File: src/rtl/conv_pkg.sv
// Shared types and arithmetic helpers for the 1-D convolution engine.
package conv_pkg;

  typedef enum logic [1:0] {
    LOAD    = 2'd0,
    COMPUTE = 2'd1,
    DRAIN   = 2'd2
  } state_t;

  localparam int unsigned SAT_W = 64;

  // Full-precision accumulator width for M products of two T-bit operands.
  function automatic int unsigned acc_width(input int unsigned t, input int unsigned m);
    return 2 * t + $clog2(m);
  endfunction

  // Clamp a wide signed value into the signed t-bit range.
  function automatic logic signed [SAT_W-1:0] saturate(input logic signed [SAT_W-1:0] v,
                                                       input int unsigned t);
    logic signed [SAT_W-1:0] hi;
    logic signed [SAT_W-1:0] lo;
    hi = (64'sd1 <<< (t - 32'd1)) - 64'sd1;
    lo = -hi - 64'sd1;
    if (v > hi) return hi;
    if (v < lo) return lo;
    return v;
  endfunction

endpackage

File: src/rtl/conv_mac_lane.sv
// One multiply-accumulate lane: registered product, registered accumulator.
module conv_mac_lane
  import conv_pkg::*;
#(
  parameter int unsigned T     = 11,
  parameter int unsigned ACC_W = acc_width(11, 9)
) (
  input  logic                    clk,
  input  logic                    reset,
  input  logic signed [T-1:0]     x_in,
  input  logic signed [T-1:0]     f_in,
  input  logic                    prod_en,
  input  logic                    acc_en,
  input  logic                    acc_first,
  output logic signed [ACC_W-1:0] acc_next_c
);

  localparam int unsigned PW = 2 * T;

  logic signed [PW-1:0]    prod;
  logic signed [ACC_W-1:0] acc;
  logic signed [ACC_W-1:0] prod_ext;

  assign prod_ext   = ACC_W'(prod);
  // First tap of a group restarts the sum instead of adding to the old one.
  assign acc_next_c = acc_first ? prod_ext : acc + prod_ext;

  always_ff @(posedge clk) begin
    if (reset) begin
      prod <= '0;
      acc  <= '0;
    end else begin
      if (prod_en) prod <= PW'(x_in) * PW'(f_in);
      if (acc_en)  acc  <= acc_next_c;
    end
  end

endmodule

File: src/rtl/conv1d_param.sv
// Streaming 1-D convolution: load N x words and M taps, emit N-M+1 saturated results.
// Optional macro CONV1D_RELU_EN clamps negative results to zero.
module conv1d_param
  import conv_pkg::*;
#(
  parameter int unsigned N = 30,
  parameter int unsigned M = 9,
  parameter int unsigned T = 11,
  parameter int unsigned P = 1
) (
  input  logic                clk,
  input  logic                reset,
  input  logic signed [T-1:0] s_data_in_x,
  input  logic                s_valid_x,
  output logic                s_ready_x,
  input  logic signed [T-1:0] s_data_in_f,
  input  logic                s_valid_f,
  output logic                s_ready_f,
  output logic signed [T-1:0] m_data_out_y,
  output logic                m_valid_y,
  input  logic                m_ready_y
);

  localparam int unsigned NO    = N - M + 1;
  localparam int unsigned NG    = NO / P;
  localparam int unsigned ACC_W = acc_width(T, M);
  localparam int unsigned XI    = $clog2(N);
  localparam int unsigned FI    = $clog2(M);
  localparam int unsigned XCW   = $clog2(N + 1);
  localparam int unsigned FCW   = $clog2(M + 1);
  localparam int unsigned CW    = $clog2(M + 2);
  localparam int unsigned GW    = $clog2(NG + 1);
  localparam int unsigned LW    = $clog2(P + 1);

  if (M < 2 || M > N) begin : g_bad_m
    $error("conv1d_param: M must satisfy 2 <= M <= N");
  end
  if (NO % P != 0) begin : g_bad_p
    $error("conv1d_param: (N-M+1) must be a multiple of P");
  end

  state_t state, state_nxt;

  logic [XCW-1:0] x_cnt, x_cnt_nxt;
  logic [FCW-1:0] f_cnt, f_cnt_nxt;
  logic [CW-1:0]  cyc;
  logic [GW-1:0]  grp;
  logic [XI-1:0]  base;
  logic [LW-1:0]  left;
  logic           x_fire, f_fire, issue, prod_en, acc_en, acc_first;
  logic           last_tap, out_fire, group_done, last_group;
  logic           ready_x_nxt, ready_f_nxt;

  logic signed [T-1:0]     x_mem     [N];
  logic signed [T-1:0]     f_mem     [M];
  logic signed [T-1:0]     x_rd      [P];
  logic signed [T-1:0]     f_rd;
  logic signed [T-1:0]     res       [P];
  logic signed [T-1:0]     res_new   [P];
  logic signed [T-1:0]     res_shift [P];
  logic signed [ACC_W-1:0] acc_next  [P];

  // Saturate, then optionally rectify, one lane result.
  function automatic logic signed [T-1:0] finish_result(input logic signed [ACC_W-1:0] a);
    logic signed [T-1:0] s;
    s = T'(saturate(SAT_W'(a), T));
`ifdef CONV1D_RELU_EN
    if (s[T-1]) s = '0;
`endif
    return s;
  endfunction

  always_ff @(posedge clk) begin
    if (reset) state <= LOAD;
    else       state <= state_nxt;
  end

  // Next state plus pipeline control. cyc counts cycles since COMPUTE entry:
  // read at cyc, product at cyc+1, accumulate at cyc+2.
  always_comb begin
    state_nxt   = state;
    x_fire      = s_valid_x && s_ready_x;
    f_fire      = s_valid_f && s_ready_f;
    issue       = 1'b0;
    prod_en     = 1'b0;
    acc_en      = 1'b0;
    acc_first   = 1'b0;
    last_tap    = 1'b0;
    out_fire    = 1'b0;
    group_done  = 1'b0;
    last_group  = (grp == GW'(NG - 1));
    x_cnt_nxt   = x_cnt;
    f_cnt_nxt   = f_cnt;
    ready_x_nxt = 1'b0;
    ready_f_nxt = 1'b0;
    case (state)
      LOAD: begin
        if (x_cnt == XCW'(N) && f_cnt == FCW'(M)) state_nxt = COMPUTE;
      end
      COMPUTE: begin
        issue     = (cyc < CW'(M));
        prod_en   = (cyc != '0) && (cyc <= CW'(M));
        acc_en    = (cyc >= CW'(2));
        acc_first = (cyc == CW'(2));
        if (cyc == CW'(M + 1)) begin
          last_tap  = 1'b1;
          state_nxt = DRAIN;
        end
      end
      DRAIN: begin
        out_fire = m_valid_y && m_ready_y;
        if (out_fire && left == LW'(1)) begin
          group_done = 1'b1;
          state_nxt  = last_group ? LOAD : COMPUTE;
        end
      end
      default: state_nxt = LOAD;
    endcase
    if (group_done && last_group) begin
      x_cnt_nxt = '0;
      f_cnt_nxt = '0;
    end else begin
      if (x_fire) x_cnt_nxt = x_cnt + XCW'(1);
      if (f_fire) f_cnt_nxt = f_cnt + FCW'(1);
    end
    ready_x_nxt = (state_nxt == LOAD) && (x_cnt_nxt < XCW'(N));
    ready_f_nxt = (state_nxt == LOAD) && (f_cnt_nxt < FCW'(M));
  end

  // Group result buffer: capture on last tap, shift toward the head on accept.
  always_comb begin
    for (int i = 0; i < P; i++) begin
      res_new[i]   = finish_result(acc_next[i]);
      res_shift[i] = '0;
    end
    for (int i = 0; i + 1 < P; i++) res_shift[i] = res[i + 1];
  end

  always_ff @(posedge clk) begin
    if (x_fire) x_mem[XI'(x_cnt)] <= s_data_in_x;
    if (f_fire) f_mem[FI'(f_cnt)] <= s_data_in_f;
  end

  always_ff @(posedge clk) begin
    if (reset) begin
      x_cnt        <= '0;
      f_cnt        <= '0;
      s_ready_x    <= 1'b1;
      s_ready_f    <= 1'b1;
      cyc          <= '0;
      grp          <= '0;
      base         <= '0;
      left         <= '0;
      m_valid_y    <= 1'b0;
      m_data_out_y <= '0;
      f_rd         <= '0;
      for (int l = 0; l < P; l++) begin
        x_rd[l] <= '0;
        res[l]  <= '0;
      end
    end else begin
      x_cnt     <= x_cnt_nxt;
      f_cnt     <= f_cnt_nxt;
      s_ready_x <= ready_x_nxt;
      s_ready_f <= ready_f_nxt;
      cyc       <= (state == COMPUTE && state_nxt == COMPUTE) ? cyc + CW'(1) : '0;
      if (issue) begin
        f_rd <= f_mem[FI'(cyc)];
        for (int l = 0; l < P; l++) x_rd[l] <= x_mem[base + XI'(l) + XI'(cyc)];
      end
      if (last_tap) begin
        res          <= res_new;
        m_data_out_y <= res_new[0];
        m_valid_y    <= 1'b1;
        left         <= LW'(P);
      end else if (out_fire) begin
        res          <= res_shift;
        m_data_out_y <= res_shift[0];
        left         <= left - LW'(1);
        if (group_done) begin
          m_valid_y <= 1'b0;
          if (last_group) begin
            grp  <= '0;
            base <= '0;
          end else begin
            grp  <= grp + GW'(1);
            base <= base + XI'(P);
          end
        end
      end
    end
  end

  for (genvar l = 0; l < P; l++) begin : g_lane
    conv_mac_lane #(
      .T    (T),
      .ACC_W(ACC_W)
    ) u_lane (
      .clk       (clk),
      .reset     (reset),
      .x_in      (x_rd[l]),
      .f_in      (f_rd),
      .prod_en   (prod_en),
      .acc_en    (acc_en),
      .acc_first (acc_first),
      .acc_next_c(acc_next[l])
    );
  end

endmodule

File: config.mk
export PLATFORM = sky130hd
export DESIGN_NAME = conv1d_param
export DESIGN_NICKNAME = d
export VERILOG_FILES = /design/src/rtl/conv_pkg.sv /design/src/rtl/conv_mac_lane.sv /design/src/rtl/conv1d_param.sv
export SDC_FILE = /design/constraint.sdc
export NUM_CORES = 1
export LEC_CHECK = 0
export CAP_MARGIN = 20
export CORE_MARGIN = 5
export CORE_UTILIZATION = 57
export DETAILED_ROUTE_END_ITERATION = 12
export GPL_TIMING_DRIVEN = 0
export PLACE_DENSITY = 0.84
export SKIP_CTS_REPAIR_TIMING = 1
export SYNTH_ARGS = -nofsm -noshare
export SYNTH_HDL_FRONTEND = slang
export SYNTH_SLANG_ARGS = --single-unit
File: constraint.sdc
create_clock -name clk -period 5.1 [get_ports clk]
set_input_delay 0.51 -clock clk [delete_from_list [all_inputs] [get_ports clk]]
set_output_delay 0.51 -clock clk [all_outputs]
set_load 0.02 [all_outputs]
==> impl_metrics.env, run 1 <==
export IMPL_cts_root_buf="clkbuf_16"
export IMPL_ys_flop_type="edfxtp_1"
export IMPL_synth_seq_cells=539
export IMPL_rsz0062_at_grt="true"
export IMPL_path_class="flop to flop"
export IMPL_tightestPinTransition_ps=1160
export IMPL_mappedNetlistNets=2231
export IMPL_final_seq_area_mm2=0.0152
export IMPL_drive_gt1_frac=0.162
export IMPL_finalWorstSetupSlack_ps=-217
export IMPL_hold_viol=0
export IMPL_p_leak_nw=11.2
export IMPL_clock_fmax_ghz=0.188
export IMPL_top_usage_layer="met2"
export IMPL_synth_area_mm2=0.0274
export IMPL_grtUsageMet2=0.408
export IMPL_violations="setup timing"
export IMPL_ir_drop_uv=479
export IMPL_worstPathArrival_ps=5800
export IMPL_start_util=0.574
export IMPL_dp_hpwl_um=42700
export IMPL_start_kind="flop"
export IMPL_slew_limit_headroom=0.225
export IMPL_drv_cap=0
export IMPL_synth_edff_count=440
export IMPL_fp_dieW_um=229
export IMPL_cp_end_kind="flop"
export IMPL_cts_tree="done"
export IMPL_coreArea_mm2=0.0476
export IMPL_die_h_um=229
export IMPL_layout_commonest_cell="edfxtp_1"
export IMPL_cts_sink_count=539
export IMPL_grt_util_met3=0.0461
export IMPL_outcome="complete, but fails checks"
export IMPL_grt_util_met1=0.293
export IMPL_fin_crit_sh=1.04
export IMPL_synth_distinct_cells=67
export IMPL_clkTransAtPathRegs_ps=60
export IMPL_finalSetupTns_ps=-725
export IMPL_drt_iter0_drc=1483
export IMPL_synth_seq_area_share=0.555
export IMPL_first_pass_iters=6
export IMPL_avgViaCountPerCell=6.08
export IMPL_htreeDepth=2
export IMPL_wl_um=63900
export IMPL_comb_power_share=0.026
export IMPL_yosysWarnings=0
export IMPL_fin_area_mm2=0.0312
export IMPL_drtAntennaViolNets=0
export IMPL_finalSetupViolCount=6
export IMPL_vias=17000
export IMPL_hold_path_class="primary input to flop"
export IMPL_ios=41
export IMPL_finalNetCount=2368
export IMPL_grt_max_degree=31
export IMPL_synthCells=1993
export IMPL_drv_slew=0
export IMPL_drcViolationCount=0
export IMPL_p_int_mw=7.26
export IMPL_first_global_vias=17400
export IMPL_area_growth_pct=13.9
export IMPL_gp_congestion=0.924
export IMPL_avgSynthCellArea_um2=13.7
export IMPL_skew_ps=32.8
export IMPL_diodes=0
export IMPL_io_buffers=39
export IMPL_grtUsageTotal=0.235
export IMPL_postPlaceCellArea_mm2=0.0286
export IMPL_p_switching_mw=1.80
export IMPL_row_count=80
export IMPL_cts_path_max_buffers=3
export IMPL_antenna_found_initial=1
export IMPL_critical_path_max_fanout=5
export IMPL_wl_per_cell_um=22.9
export IMPL_p_per_area_mw_per_mm2=291
export IMPL_sw_frac_of_total=0.199
export IMPL_p_seq_frac=0.531
export IMPL_cts_inserted_buffers=52
export IMPL_clkPwrFrac=0.443
export IMPL_period_needed_ps=5320
export IMPL_grt_pass1_wl_um=96400
export IMPL_critPathRequiredTime_ps=5590
export IMPL_mostFrequentLayoutCells="440 x edfxtp_1, 179 x inv_1, 161 x nand2_1"
export IMPL_fill_cells=3140
export IMPL_ys_async_sr_fraction=0
export IMPL_clk_latency_ps=600
export IMPL_multiInputGateArea_mm2=0.0114
export IMPL_overflow=0
export IMPL_die_area_mm2=0.0525
## power groups by stage
stage	logic [mW]	clock network, mW	registers (mW)
after floorplan	0.0876	0	4.90
after global placement	0.187	0	4.90
after detailed placement	0.201	0	4.91
after CTS	0.202	4.03	4.81
after global routing	0.253	4.24	4.81
final	0.236	4.01	4.81
## flip-flops by register name, summed over array words and instances, names as in the netlist, 2 cells and up
signal              cells
grp                     5
g_lane.u_lane.prod     22
x_rd                   11
base                    5
f_rd                   11
x_mem                 330
f_mem                  99
state                   2
cyc                     4
g_lane.u_lane.acc      26
m_data_out_y           11
x_cnt                   5
f_cnt                   4
## worst max-delay path: stages, from the launching register on
cell and delay [ps]:
edfxtp_1 470, buf_6 180, and2_4 160, fa_1 510, inv_1 60, fa_1 480, inv_1 50, fa_1 450
fa_1 510, inv_2 40, fa_1 540, inv_2 50, ha_4 290, nand3_4 80, nor3_4 240, nor3_4 70
o31ai_2 290, a21oi_2 110, o21ai_2 170, a31oi_2 120, xnor2_1 140, o31ai_1 220
## cells by family after synthesis
kind of cell	Yosys count	share of synthesized area
fa+ha+maj	211	0.129
flops	539	0.555
xor+xnor	58	0.0188
compound gates	230	0.0557
buf+inv	282	0.0387
mux	169	0.118
simple gates	504	0.0844
## metrics by stage
| stage | util | setup slack (ps) | hold WS, ps | instances | total power, mW |
|---|---|---|---|---|---|
| 2_1_floorplan | - | -31.8 | 441 | 1993 | 4.99 |
| 3_3_place_gp | 0.599 | -523 | 452 | 2647 | 5.09 |
| 3_5_place_dp | 0.600 | -589 | 458 | 2648 | 5.11 |
| 4_1_cts | 0.637 | -622 | 287 | 2745 | 9.05 |
| 5_1_grt | 0.654 | -438 | 327 | 2788 | 9.30 |
| 6_report | 0.654 | -217 | 312 | 2788 | 9.06 |
## metal layers
| metal | part of all wire | wire length, µm |
|---|---|---|
| met1 | 0.37 | 23600 |
| met2 | 0.51 | 32700 |
| met3 | 0.079 | 5060 |
| met4 | 0.040 | 2570 |
| met5 | 0.00011 | 7 |
## synthesized netlist by cell type, drive strengths merged, types with 3 or more instances
master / number / area, µm²
or3: 8 / 50.1
a211oi: 18 / 150
xnor2: 29 / 262
nor3: 33 / 165
mux4: 121 / 2730
and3: 6 / 37.5
a21o: 17 / 128
clkbuf: 81 / 304
o21a: 5 / 37.5
buf: 13 / 50.0
nand2b: 12 / 75.1
a21oi: 91 / 459
mux2i: 36 / 360
nor4: 3 / 18.8
dfxtp: 99 / 1980
mux2: 12 / 135
inv: 187 / 702
o21ai: 37 / 189
edfxtp: 440 / 13200
and2: 63 / 394
nor2: 155 / 582
nand4: 9 / 56.3
a211o: 3 / 26.3
nand2: 166 / 623
xor2: 29 / 254
o31ai: 7 / 71.3
o211ai: 7 / 57.6
nand3b: 7 / 52.6
a21boi: 3 / 22.5
ha: 92 / 1150
a2111oi: 4 / 41.3
nand3: 20 / 100
o41ai: 3 / 26.3
a221oi: 11 / 109
a31oi: 9 / 62.6
fa: 119 / 2380
nor2b: 9 / 56.3
nor3b: 9 / 67.6
## worst paths after layout
| path | start | to | slack, ps | cells past startpoint |
|---|---|---|---|---|
| setup reg to reg | x_rd[0][4]$_SDFFCE_PN0P_ | g_lane[0].u_lane.prod[21]$_SDFFE_PP0P_ | -220 | 21 |
| hold / removal | reset | state[1]$_SDFF_PP0_ | 310 | 2 |
| hold reg to reg | g_lane[0].u_lane.acc[8]$_SDFFE_PP0P_ | g_lane[0].u_lane.acc[8]$_SDFFE_PP0P_ | 470 | 2 |
| setup / recovery | x_rd[0][4]$_SDFFCE_PN0P_ | g_lane[0].u_lane.prod[21]$_SDFFE_PP0P_ | -220 | 21 |
## layout make-up
class,instances,area share
Buffer,92,0.0146
Clock buffer,65,0.0443
Clock inverter,32,0.0127
Inverter,188,0.0227
Multi-Input combinational cell,1172,0.365
Sequential cell,539,0.488
Tap cell,615,0.0247
Timing Repair Buffer,85,0.0281
(Power assumes the default switching activity.)
==> inputs of run 2 (changes only) <==
--- a/config.mk
+++ b/config.mk
@@ -12,6 +12,7 @@
 export GPL_TIMING_DRIVEN = 0
 export PLACE_DENSITY = 0.84
 export SKIP_CTS_REPAIR_TIMING = 1
+export SLEW_MARGIN = 20
 export SYNTH_ARGS = -nofsm -noshare
 export SYNTH_HDL_FRONTEND = slang
 export SYNTH_SLANG_ARGS = --single-unit
==> impl_metrics.env, run 2 (synthesis results as in run 1) <==
export IMPL_outcome="complete, but fails checks"
export IMPL_violations="setup timing"
export IMPL_clock_fmax_ghz=0.188
export IMPL_die_h_um=229
export IMPL_antenna_found_initial=1
export IMPL_die_area_mm2=0.0525
export IMPL_slew_limit_headroom=0.236
export IMPL_max_stage_delay_ps=550
export IMPL_clkTransAtPathRegs_ps=60
export IMPL_p_leak_nw=11.1
export IMPL_fill_cells=3175
export IMPL_r2r_slack_ps=-220
export IMPL_ios=41
export IMPL_finalNetCount=2353
export IMPL_timing_rr_start="x_rd[0][2]$_SDFFCE_PN0P_"
export IMPL_area_growth_pct=12.9
export IMPL_row_count=80
export IMPL_finalSetupViolCount=6
export IMPL_reg2reg_depth=20
export IMPL_hold_depth=2
export IMPL_worstPathArrival_ps=5810
export IMPL_tightestPinTransition_ps=1140
export IMPL_drt_iter0_drc=1475
export IMPL_hold_path_startpoint="reset"
export IMPL_period_needed_ps=5320
export IMPL_first_pass_iters=6
export IMPL_critical_path_max_fanout=4
export IMPL_wl_per_cell_um=22.7
export IMPL_p_per_area_mw_per_mm2=292
export IMPL_drcViolationCount=0
export IMPL_drtAntennaViolNets=0
export IMPL_path_buf_inv=4
export IMPL_fin_crit_sh=1.04
export IMPL_timing_rr_end="g_lane[0].u_lane.prod[21]$_SDFFE_PP0P_"
export IMPL_hold_viol=0
export IMPL_fin_area_mm2=0.0309
export IMPL_cts_root_buf="clkbuf_16"
export IMPL_vias=16900
export IMPL_largest_register="x_mem"
export IMPL_drv_cap=0
export IMPL_postPlaceCellArea_mm2=0.0286
export IMPL_path_common_cell="fa_1"
export IMPL_first_global_vias=17400
export IMPL_cts_path_max_buffers=3
export IMPL_cts_tree="done"
export IMPL_dp_hpwl_um=42700
export IMPL_rsz0062_at_grt="true"
export IMPL_reg_largest_list="x_mem (330), f_mem (99), g_lane.u_lane.acc (26)"
export IMPL_start_kind="flop"
export IMPL_diodes=0
export IMPL_cp_top_family="adder cells"
export IMPL_io_buffers=39
export IMPL_skew_ps=19.4
export IMPL_power_total_mw=9.02
export IMPL_cp_startpoint="x_rd[0][2]$_SDFFCE_PN0P_"
export IMPL_path_class="flop to flop"
export IMPL_drive_gt1_frac=0.163
export IMPL_crit_path_cell_trace="buf_4 > nand2_1 > fa_1 > fa_1 > inv_1 > fa_1 > fa_1 > inv_2 > fa_1 > inv_2 > ha_4 > nand3_4 > nor3_4 > nor3_4 > o31ai_2 > a21oi_2 > o21ai_2 > a31oi_2 > xnor2_1 > o31ai_1"
export IMPL_layout_commonest_cell="edfxtp_1"
export IMPL_grtUsageTotal=0.235
export IMPL_whs_endpoint="state[1]$_SDFF_PP0_"
export IMPL_fp_dieW_um=229
export IMPL_cts_inserted_buffers=52
export IMPL_htreeDepth=2
export IMPL_wl_um=63000
export IMPL_drv_slew=0
export IMPL_grt_max_degree=31
export IMPL_critPathRequiredTime_ps=5590
export IMPL_cp_slowest_cell="fa_1"
export IMPL_cp_end_kind="flop"
export IMPL_avgViaCountPerCell=6.10
export IMPL_finalWorstSetupSlack_ps=-220
export IMPL_gp_congestion=0.924
export IMPL_mostFrequentLayoutCells="440 x edfxtp_1, 179 x inv_1, 161 x nand2_1"
export IMPL_coreArea_mm2=0.0476
export IMPL_largest_reg_flops=330
export IMPL_clk_latency_ps=590
export IMPL_cts_sink_count=539
export IMPL_overflow=0
export IMPL_grt_pass1_wl_um=96400
export IMPL_ir_drop_uv=481
export IMPL_hold_path_class="primary input to flop"
export IMPL_start_util=0.574
## run 2: worst max path at each step
stage,endpoint,slack [ps],cells past startpoint
after floorplan,g_lane[0].u_lane.prod[21]$_SDFFE_PP0P_,-30,19
after global placement,g_lane[0].u_lane.prod[21]$_SDFFE_PP0P_,-520,20
after detailed placement,g_lane[0].u_lane.prod[21]$_SDFFE_PP0P_,-590,19
after CTS,g_lane[0].u_lane.prod[21]$_SDFFE_PP0P_,-620,19
after global routing,g_lane[0].u_lane.prod[21]$_SDFFE_PP0P_,-440,20
final,g_lane[0].u_lane.prod[21]$_SDFFE_PP0P_,-220,20
## run 2: area by class of cell
| type | count | area [µm²] | area share |
|---|---|---|---|
| buffer | 92 | 454 | 0.0147 |
| sequential | 539 | 15200 | 0.492 |
| inverter | 188 | 708 | 0.0229 |
| multi-input combinational | 1172 | 11400 | 0.369 |
| timing repair buffer | 70 | 583 | 0.0189 |
| tap | 615 | 769 | 0.0249 |
| clock buffer | 65 | 1380 | 0.0447 |
| clock inverter | 32 | 395 | 0.0128 |
## run 2: per-layer routing
layer	GRT usage	share of wire	up-vias
li1	-	-	7433
met1	0.293	0.37	8623
met2	0.408	0.51	711
met3	0.0461	0.073	158
met4	0.0925	0.042	2
met5	0	0.00011	-
## run 2: worst reg2reg max path, cell delays in order, from the launching register on
cell,delay (ps)
edfxtp_1,500
buf_4,220
nand2_1,100
fa_1,450
fa_1,550
inv_1,60
fa_1,450
fa_1,510
inv_2,40
fa_1,540
inv_2,60
ha_4,290
nand3_4,80
nor3_4,240
nor3_4,70
o31ai_2,290
a21oi_2,110
o21ai_2,170
a31oi_2,120
xnor2_1,140
o31ai_1,220
## run 2: through the flow
stage | util | worst slack (ps) | cells | TNS [ps] | hold slack (ps)
finish | 0.648 | -220 | 2773 | -711 | 310
global route | 0.648 | -438 | 2773 | -1780 | 327
CTS | 0.637 | -622 | 2745 | -3390 | 287
detailed placement | 0.600 | -589 | 2648 | -3020 | 458
global placement | 0.599 | -523 | 2647 | -2470 | 452
floorplan | - | -31.8 | 1993 | -31.8 | 441
## run 2: power breakdown
group | switching [mW] | internal, mW
clock | 1.62 | 2.38
sequential | 0.0169 | 4.80
combinational | 0.148 | 0.0652
total | 1.79 | 7.24
==> inputs of run 3 (changes only) <==
--- a/config.mk
+++ b/config.mk
@@ -11,6 +11,7 @@
 export DETAILED_ROUTE_END_ITERATION = 12
 export GPL_TIMING_DRIVEN = 0
 export PLACE_DENSITY = 0.84
+export SETUP_SLACK_MARGIN = 0.02
 export SKIP_CTS_REPAIR_TIMING = 1
 export SLEW_MARGIN = 20
 export SYNTH_ARGS = -nofsm -noshare
==> impl_metrics.env, run 3 (synthesis results as in run 1) <==
export IMPL_outcome="complete, but fails checks"
export IMPL_violations="setup timing"
export IMPL_dp_hpwl_um=42400
export IMPL_worstPathArrival_ps=5800
export IMPL_drt_iter0_drc=1565
export IMPL_finalSetupTns_ps=-375
export IMPL_skew_ps=46.2
export IMPL_p_leak_nw=11.1
export IMPL_first_global_vias=17500
export IMPL_sw_frac_of_total=0.202
export IMPL_tightestPinTransition_ps=1130
export IMPL_largest_register="x_mem"
export IMPL_drv_cap=0
export IMPL_hold_viol=0
export IMPL_antenna_found_initial=0
export IMPL_grtUsageTotal=0.238
export IMPL_cts_root_buf="clkbuf_16"
export IMPL_critPathRequiredTime_ps=5640
export IMPL_cts_path_max_buffers=3
export IMPL_utilization=0.651
export IMPL_ios=41
export IMPL_die_h_um=229
export IMPL_cts_inserted_buffers=52
export IMPL_drtAntennaViolNets=0
export IMPL_die_area_mm2=0.0525
export IMPL_coreArea_mm2=0.0476
export IMPL_drcViolationCount=0
export IMPL_ir_drop_uv=517
export IMPL_mostFrequentLayoutCells="440 x edfxtp_1, 169 x inv_1, 156 x nand2_1"
export IMPL_clkTransAtPathRegs_ps=60
export IMPL_critical_path_max_fanout=5
export IMPL_cts_sink_count=539
export IMPL_reg_largest_list="x_mem (330), f_mem (99), g_lane.u_lane.acc (26)"
export IMPL_p_seq_frac=0.529
export IMPL_largest_reg_flops=330
export IMPL_diodes=0
export IMPL_layout_commonest_cell="edfxtp_1"
export IMPL_finalSetupViolCount=5
export IMPL_gp_congestion=0.917
export IMPL_finalWorstSetupSlack_ps=-155
export IMPL_first_pass_iters=6
export IMPL_drv_slew=0
export IMPL_fin_area_mm2=0.0310
export IMPL_clk_latency_ps=630
export IMPL_cts_tree="done"
export IMPL_finalNetCount=2353
export IMPL_cp_end_kind="flop"
export IMPL_clock_fmax_ghz=0.190
export IMPL_grt_max_degree=31
export IMPL_final_cells=2773
export IMPL_clkPwrFrac=0.447
export IMPL_vias=16800
export IMPL_wl_per_cell_um=22.9
export IMPL_overflow=0
export IMPL_period_needed_ps=5260
export IMPL_drive_gt1_frac=0.172
export IMPL_avgViaCountPerCell=6.07
export IMPL_p_int_mw=7.25
export IMPL_p_switching_mw=1.84
export IMPL_comb_power_share=0.023
export IMPL_p_per_area_mw_per_mm2=293
export IMPL_start_kind="flop"
export IMPL_slew_limit_headroom=0.242
export IMPL_htreeDepth=2
export IMPL_hold_path_class="primary input to flop"
export IMPL_dp_cells=2648
export IMPL_start_util=0.574
export IMPL_fp_dieW_um=229
export IMPL_path_class="flop to flop"
export IMPL_grt_pass1_wl_um=97700
export IMPL_r2r_slack_ps=-160
export IMPL_wl_um=63400
export IMPL_row_count=80
export IMPL_fin_crit_sh=1.03
export IMPL_postPlaceCellArea_mm2=0.0286
export IMPL_area_growth_pct=13.4
export IMPL_io_buffers=39
export IMPL_rsz0062_at_grt="true"
-- run 3: cell types whose count changed in the layout (fill, tap and decap cells not counted), sizes merged --
cell,previous run,this run
buf,68,66
clkbuf,130,132
clkdlybuf4s50,29,30
clkinv,20,18
clkinvlp,1,2
-- run 3: power by group through the flow --
stage / logic [mW] / registers (mW) / clock network (mW)
after global placement: 0.187 / 4.90 / 0
after global routing: 0.226 / 4.81 / 4.32
final: 0.211 / 4.81 / 4.07
after detailed placement: 0.200 / 4.91 / 0
after CTS: 0.201 / 4.81 / 4.11
after floorplan: 0.0880 / 4.90 / 0
-- run 3: critical path, cell delays in order, from the launching register on --
cell and delay [ps]:
edfxtp_1 490, buf_6 180, nand2_4 60, fa_1 500, inv_2 40, fa_1 530
fa_1 510, fa_1 490, inv_1 50, fa_1 510, inv_2 50, ha_4 240
and2_4 170, a31o_4 220, nor3_4 230, o31ai_2 120, a21oi_2 210, o21ai_2 90
a31oi_1 200, xnor2_1 90, o31ai_1 220
-- run 3: layer usage --
layer  global-route usage  vias to the layer above  part of all wire
li1                     -                     7413                 -
met1                0.301                     8522              0.38
met2                0.417                      746              0.52
met3               0.0431                      161             0.066
met4               0.0804                        0             0.037
met5                    0                        -                 0
-- run 3: metrics by stage --
stage,power (mW),setup slack (ps),hold WS [ps]
global route,9.36,-388,329
detailed placement,5.11,-485,460
global placement,5.09,-437,457
floorplan,4.99,37.3,441
CTS,9.12,-516,254
finish,9.09,-155,290
-- run 3: layout make-up --
cell class,instances,area [µm²]
Inverter,188,708
Clock inverter,31,432
Tap cell,615,769
Buffer,94,480
Sequential cell,539,15200
Clock buffer,66,1380
Fill cell,3178,16600
Multi-Input combinational cell,1172,11400
Timing Repair Buffer,68,598
-- run 3: path summary, 6_finish.rpt --
path / startpoint / endpoint / cells past startpoint
worst max-delay path: x_rd[0][6]$_SDFFCE_PN0P_ / g_lane[0].u_lane.prod[21]$_SDFFE_PP0P_ / 20
worst min register to register: g_lane[0].u_lane.acc[4]$_SDFFE_PP0P_ / g_lane[0].u_lane.acc[4]$_SDFFE_PP0P_ / 2
worst max register to register: x_rd[0][6]$_SDFFCE_PN0P_ / g_lane[0].u_lane.prod[21]$_SDFFE_PP0P_ / 20
worst min-delay path: reset / state[1]$_SDFF_PP0_ / 2
